## config.mk

```make
export PLATFORM = sky130hd
export DESIGN_NAME = guess_attempt_tracker
export DESIGN_NICKNAME = d
export VERILOG_FILES = /design/src/rtl/guess_attempt_tracker.sv
export SDC_FILE = /design/constraint.sdc
export NUM_CORES = 1
export LEC_CHECK = 0
export BUFFER_PORTS_ARGS = -buffer_cell sky130_fd_sc_hd__buf_2
export CELL_PAD_IN_SITES_DETAIL_PLACEMENT = 1
export CELL_PAD_IN_SITES_GLOBAL_PLACEMENT = 2
export CORE_UTILIZATION = 22
export DETAILED_ROUTE_END_ITERATION = 8
export PLACE_DENSITY = 0.77
export SKIP_CTS_REPAIR_TIMING = 1
export SYNTH_ARGS = -nofsm -noshare
export SYNTH_HDL_FRONTEND = slang
export SYNTH_SLANG_ARGS = --single-unit
export TNS_END_PERCENT = 30
```

## constraint.sdc

```tcl
create_clock -name clk -period 1.62 [get_ports clk]
set_input_delay 0.162 -clock clk [delete_from_list [all_inputs] [get_ports clk]]
set_output_delay 0.162 -clock clk [all_outputs]
set_load 0.05 [all_outputs]
```

## src/rtl/guess_attempt_tracker.sv

```systemverilog
// Per-game bookkeeping for the guess checker.
// Counts scored guesses, remembers whether the last result was a win and
// raises game_over on a win or once the attempt budget is used up.
// Ports:
//   clk, rst     system clock, asynchronous active-high reset
//   done         strobe: a result is being committed this cycle
//   exact_cnt    exact-position count of the result being committed
//   new_game     clears all game state
//   win          last committed result had four exact matches
//   game_over    win, or attempts reached MAX_GUESSES
//   attempts     scored guesses this game, saturating at MAX_GUESSES
module guess_attempt_tracker #(
   parameter int MAX_GUESSES = 8
) (
   input  logic                               clk,
   input  logic                               rst,
   input  logic                               done,
   input  logic [2:0]                         exact_cnt,
   input  logic                               new_game,
   output logic                               win,
   output logic                               game_over,
   output logic [$clog2(MAX_GUESSES+1)-1:0]   attempts
);

   localparam int ATT_W = $clog2(MAX_GUESSES + 1);
   localparam logic [ATT_W-1:0] MAX_ATT = ATT_W'(MAX_GUESSES);

   logic [ATT_W-1:0] attemptsNext;
   logic             winNext;

   // The attempt counter holds at the budget rather than wrapping, and the
   // win flag is derived from the result being committed right now so that
   // game_over reflects this very guess in the same cycle done rises.
   always_comb begin
      attemptsNext = (attempts == MAX_ATT) ? attempts : attempts + {{(ATT_W-1){1'b0}}, 1'b1};
      winNext      = (exact_cnt == 3'd4);
   end

   // A new game wipes everything; otherwise state only moves when a result
   // is committed, so the display sees stable values between guesses.
   always_ff @(posedge clk or posedge rst) begin
      if (rst) begin
         attempts  <= '0;
         win       <= 1'b0;
         game_over <= 1'b0;
      end else if (new_game) begin
         attempts  <= '0;
         win       <= 1'b0;
         game_over <= 1'b0;
      end else if (done) begin
         attempts  <= attemptsNext;
         win       <= winNext;
         game_over <= winNext || (attemptsNext == MAX_ATT);
      end
   end

endmodule

```

==> results of run 1 <==
registers in the layout, indices dropped and copies added, names as in the netlist:
signal,flops
win,1
attempts,4
game_over,1
cell usage after synthesis:
cell type  n
a211oi_2   1
a21oi_1    2
a211oi_1   1
mux2i_1    1
clkbuf_1   1
nand2b_1   1
inv_1      4
nor2_1     5
a311oi_2   1
nand2_1    4
ha_1       2
nand4_1    2
o21ai_0    1
xor2_1     2
or4_1      1
xnor2_1    1
a31oi_1    1
nand3_1    2
dfrtp_1    6
how the worst min path moves through the flow:
stage	from	end	slack, ns
CTS	rst	game_over	-0.18
finish	new_game	attempts[0]	0.16
global placement	rst	win	0.1
global route	new_game	game_over	0.16
detailed placement	rst	win	0.11
floorplan	rst	attempts[2]	-0.05
logic make-up (layout without fill, tap and decap cells):
logic type / count (synthesis) / count (layout) / synth area share, %
AOI/OAI and AO/OA: 7 / 7 / 15.8
xor gates and xnor gates: 3 / 3 / 7.37
adders and majority gates: 2 / 2 / 7.02
buffers and inverters: 5 / 27 / 5.26
DFF: 6 / 6 / 42.1
muxes: 1 / 1 / 2.81
and+or+nand+nor: 15 / 15 / 19.6
layout make-up:
| class | instances | share of cell area, % |
|---|---|---|
| sequential | 6 | 28.5 |
| clock buffer | 3 | 4.21 |
| timing repair buffer | 20 | 22.9 |
| multi-input combinational | 28 | 37.9 |
| tap | 16 | 3.74 |
| inverter | 4 | 2.80 |
power by group through the flow:
stage / logic [W] / registers (W) / clock network (W)
after floorplan: 0.0000356 / 0.000194 / 0
after global placement: 0.000107 / 0.000167 / 0
after detailed placement: 0.000109 / 0.000168 / 0
after CTS: 0.000109 / 0.000165 / 0.000158
after global routing: 0.000127 / 0.000167 / 0.000168
final: 0.000117 / 0.000166 / 0.000152
metrics by stage:
step,utilization (%),worst slack [ns],total power (W)
after detailed placement,32.6,-0.111,0.000277
after floorplan,-,-0.244,0.000230
after global placement,32.6,-0.0418,0.000274
final,35.5,-0.0810,0.000435
after CTS,34.1,-0.115,0.000433
after global routing,35.5,-0.139,0.000462
per-layer routing:
metal,global-route usage (%),vias to the layer above,wire [um]
met3,8.19,2,73
met2,21.8,10,494
li1,-,179,-
met5,0,-,0
met4,3.75,0,9
met1,16.2,181,497
==> results by group, run 1 <==
Placement
  • Port bufs: 12
  • Placed Area: 490 um2
  • Placed cells: 73
  • GPL Wtd Cong: 0.743
  • Post-DP HPWL: 820 um

Cells and area
  • Number of fill cells: 183
  • Non-filler cells, final: 77
  • Layout cells sized above 1: 49.2%
  • Register Area: 153 um2
  • Area of the multi-input gates: 203 um2
  • Antenna cells: 0
  • Cell area after layout: 536 um2
  • Commonest non-fill, non-tap cell in the layout: buf_2
  • Commonest non-fill, non-tap cells in the layout: buf_2 (12), buf_4 (7), nor2_1 (5)
  • Area Growth Syn to Fin: 50.2%
  • Final #Nets: 72

Power and ir drop
  • PwrDens: 812 nW/um2
  • Gate power share: 26.9%
  • Reg power frac: 38.2%
  • P_leak: 0.251 nW
  • Power share of the clock group: 34.9%
  • Power Internal: 0.000292 W
  • Worst vdd ir: 0.000358 V
  • Switching Share: 32.9%
  • Total net switching power: 0.000143 W

Global route
  • Initial antenna violation count: 0
  • Number of global-route vias before repair: 382
  • First-pass GRT wire length: 1740 um
  • All-Layer GR Usage: 14.0%
  • Largest net degree at the start of global routing: 10
  • Remaining global-route overflow: 0

Drt
  • Vias: 372
  • Vias per cell: 4.83
  • Average wire per standard cell: 13.9 um
  • Routed wire length: 1070 um
  • Number of remaining DRC errors: 0
  • Drt pass-1 iters: 2
  • Starting DRT DRC Count: 1
  • Final ANT Viol Nets: 0

Clocking
  • Clock Root Buffer: clkbuf_4
  • TritonCTS Buffers: 3
  • Clock buffer depth: 2
  • CTS tree: done
  • Later-pin clock latency in the skew report: 0.26 ns
  • Clock sinks: 6
  • CTS clk-pin slew, worst paths: 0.06 ns
  • H-tree depth: 1

Flow run
  • Max_cap viols: 0

Yosys
  • Register area share after synthesis: 42.1%
  • Yosys warns: 0
  • Gate Count Post-Synth: 39
  • Avg Cell Area, Syn: 9.14 um2
  • Post-synth top area share: 42.1%
  • Cell Area, Synth: 357 um2
  • Post-synth top area cell: dfrtp_1
  • Seq cells post-synth: 6
  • Distinct cells, synth: 19
  • Top cells by area, synth: dfrtp_1 (42%), ha_1 (7.0%), nor2_1 (5.3%)
  • Net Count, Synth: 48

STA
  • Final setup fails: 1
  • Setup TNS: -0.0810 ns
  • Post-route minimum period: 1.70 ns
  • Max frequency: 588 MHz
  • Setup Skew: 0.0140 ns
  • Max-slew violation count: 0
  • RSZ-0062 raised after global routing: true
  • Final Hold Viols: 0
  • Slew margin rel.: 82.7%
  • Setup ws final: -0.0810 ns
  • Final period util: 105%
  • Worst-Margin Slew: 0.260 ns
  • Worst hold margin: 0.155 ns

Floorplan
  • Initial core utilization: 23.7%
  • Ports: 13
  • Die X-Extent: 42.3 um
  • Die area: 1790 um2
  • Die height: 42.3 um
  • Row cnt: 14
  • Core area: 1510 um2

Worst setup path
  • Cells on worst reg2reg path: 6
  • Reg-to-Reg End: game_over
  • CP startpoint kind: register
  • Crit. Startpoint: attempts[0]
  • Crit path max fanout: 3
  • CP Depth: 6
  • Worst setup endpoint: game_over
  • Worst EP arrival: 1.87 ns
  • Buf+Inv Stages, Crit Path: 1
  • Worst Setup Path Type: reg -> reg
  • Worst R2R Setup Slack: -0.08 ns
  • Cell-by-cell trace of the critical path: inv_2, ha_4, a211oi_2, a211oi_1, or4_1, a311oi_2
  • CP peak stage delay: 0.50 ns
  • Slowest CP cell: or4_1
  • Worst r2r src: attempts[0]
  • Required time of the critical path: 1.79 ns
  • Crit path capture type: register
  • CP delay by family, top: compound AO/OA/AOI/OAI gates

Run status
  • Status: finished, violations left
  • Failing checks: negative setup slack

Hold path
  • WHS Path Cells: 2
  • Hold WC Path Type: in -> reg
Note: power is estimated with default switching activity, not from simulation.
==> inputs of run 2 (changes only) <==
Settings changed: CORE_UTILIZATION 22 to 27, PLACE_DENSITY 0.77 to 0.85.
Clock period 1.62 ns to 2 ns, I/O delays scaled along.
==> results by group, run 2 (same netlist as run 1, synthesis figures left out) <==
STA
  • Final Hold Viols: 0
  • Final period util: 89.8%
  • Slew margin rel.: 82.6%
  • Max-slew violation count: 0
  • RSZ-0062 raised after global routing: false
  • Setup TNS: 0 ns
  • Worst-Margin Slew: 0.260 ns
  • Max frequency: 557 MHz
  • Setup Skew: 0.00841 ns
  • Post-route minimum period: 1.80 ns
  • Final setup fails: 0

Clocking
  • CTS clk-pin slew, worst paths: 0.05 ns
  • Clock Root Buffer: clkbuf_4
  • Later-pin clock latency in the skew report: 0.26 ns
  • CTS tree: done
  • Clock buffer depth: 2
  • H-tree depth: 1
  • TritonCTS Buffers: 3
  • Clock sinks: 6

Floorplan
  • Die area: 1470 um2
  • Die height: 38.3 um
  • Row cnt: 12
  • Ports: 13
  • Die X-Extent: 38.3 um
  • Core area: 1170 um2
  • Initial core utilization: 30.4%

Global route
  • Remaining global-route overflow: 0
  • Number of global-route vias before repair: 319
  • Largest net degree at the start of global routing: 10
  • Initial antenna violation count: 0
  • All-Layer GR Usage: 15.6%
  • First-pass GRT wire length: 1390 um

Worst setup path
  • CP peak stage delay: 0.49 ns
  • Cell-by-cell trace of the critical path: inv_1, ha_1, a211oi_2, a211oi_1, or4_1, a311oi_2
  • Worst Setup Path Type: reg -> reg
  • Buf+Inv Stages, Crit Path: 1
  • CP delay by family, top: compound AO/OA/AOI/OAI gates
  • Crit path max fanout: 6
  • Slowest CP cell: or4_1
  • CP Depth: 6
  • Required time of the critical path: 2.17 ns
  • Worst EP arrival: 1.96 ns
  • Cells on worst reg2reg path: 6
  • Worst R2R Setup Slack: 0.20 ns
  • Crit path capture type: register
  • CP startpoint kind: register

Cells and area
  • Max reg flops: 4
  • Antenna cells: 0
  • Commonest non-fill, non-tap cell in the layout: buf_2
  • Layout cells sized above 1: 35.2%
  • Largest regs: attempts (4), game_over (1), win (1)
  • Area Growth Syn to Fin: 30.5%
  • Final #Nets: 65
  • Commonest non-fill, non-tap cells in the layout: buf_2 (12), nor2_1 (5), inv_1 (4), nand2_1 (4), dfrtp_1 (4)
  • Largest Register: attempts

Drt
  • Vias: 333
  • Drt pass-1 iters: 4
  • Routed wire length: 871 um
  • Number of remaining DRC errors: 0
  • Average wire per standard cell: 12.8 um
  • Final ANT Viol Nets: 0
  • Starting DRT DRC Count: 6
  • Vias per cell: 4.90

Power and ir drop
  • Total power: 0.000324 W
  • Worst vdd ir: 0.000352 V
  • P_leak: 0.217 nW
  • PwrDens: 696 nW/um2

Placement
  • GPL Wtd Cong: 0.760
  • Port bufs: 12
  • Post-DP HPWL: 622 um

Hold path
  • WHS Path Cells: 2
  • Hold WC Path Type: in -> reg

Flow run
  • Max_cap viols: 0

Run status
  • Status: completed
[run 2: changes by cell type in the layout (fill, tap and decap cells not counted), sizes merged]
cell	delta
buf	-7
[run 2: final timing paths]
check	startpoint	to
max in group asynchronous	rst	attempts[1]
max reg2reg	attempts[0]	game_over
min reg2reg	win	win
min in group asynchronous	rst	attempts[0]
max	attempts[0]	game_over
min	new_game	game_over
[run 2: power by group]
part	internal, W	switching (W)	total, W
sequential	0.000128	0.00000729	0.000135
combinational	0.0000226	0.0000462	0.0000689
clock	0.0000684	0.0000512	0.000120
total	0.000219	0.000105	0.000324
[run 2: cell type report]
type                            count  area (um2)
Fill cell                         152         706
Multi-Input combinational cell     28         188
Sequential cell                     6         153
Timing Repair Buffer               13        70.1
Clock buffer                        3        22.5
Tap cell                           14        17.5
Inverter                            4        15.0
[run 2: layer usage]
layer | up-vias | GRT usage [%] | part of all wire [%]
li1 | 165 | - | -
met1 | 152 | 16.7 | 43
met2 | 11 | 22.0 | 47
met3 | 5 | 8.72 | 7.1
met4 | 0 | 12.9 | 3.0
met5 | - | 0 | 0
[run 2: per-stage QoR]
stage / cell area (um2) / cells / worst slack [ns] / hold WS, ns / utilization [%]
after floorplan: 359 / 39 / 0.0495 / -0.00918 / -
after global placement: 433 / 64 / 0.247 / 0.126 / 37.0
after detailed placement: 433 / 64 / 0.204 / 0.138 / 37.0
after CTS: 455 / 67 / 0.193 / -0.138 / 38.9
after global routing: 465 / 68 / 0.0729 / 0.198 / 39.7
final: 465 / 68 / 0.205 / 0.185 / 39.7
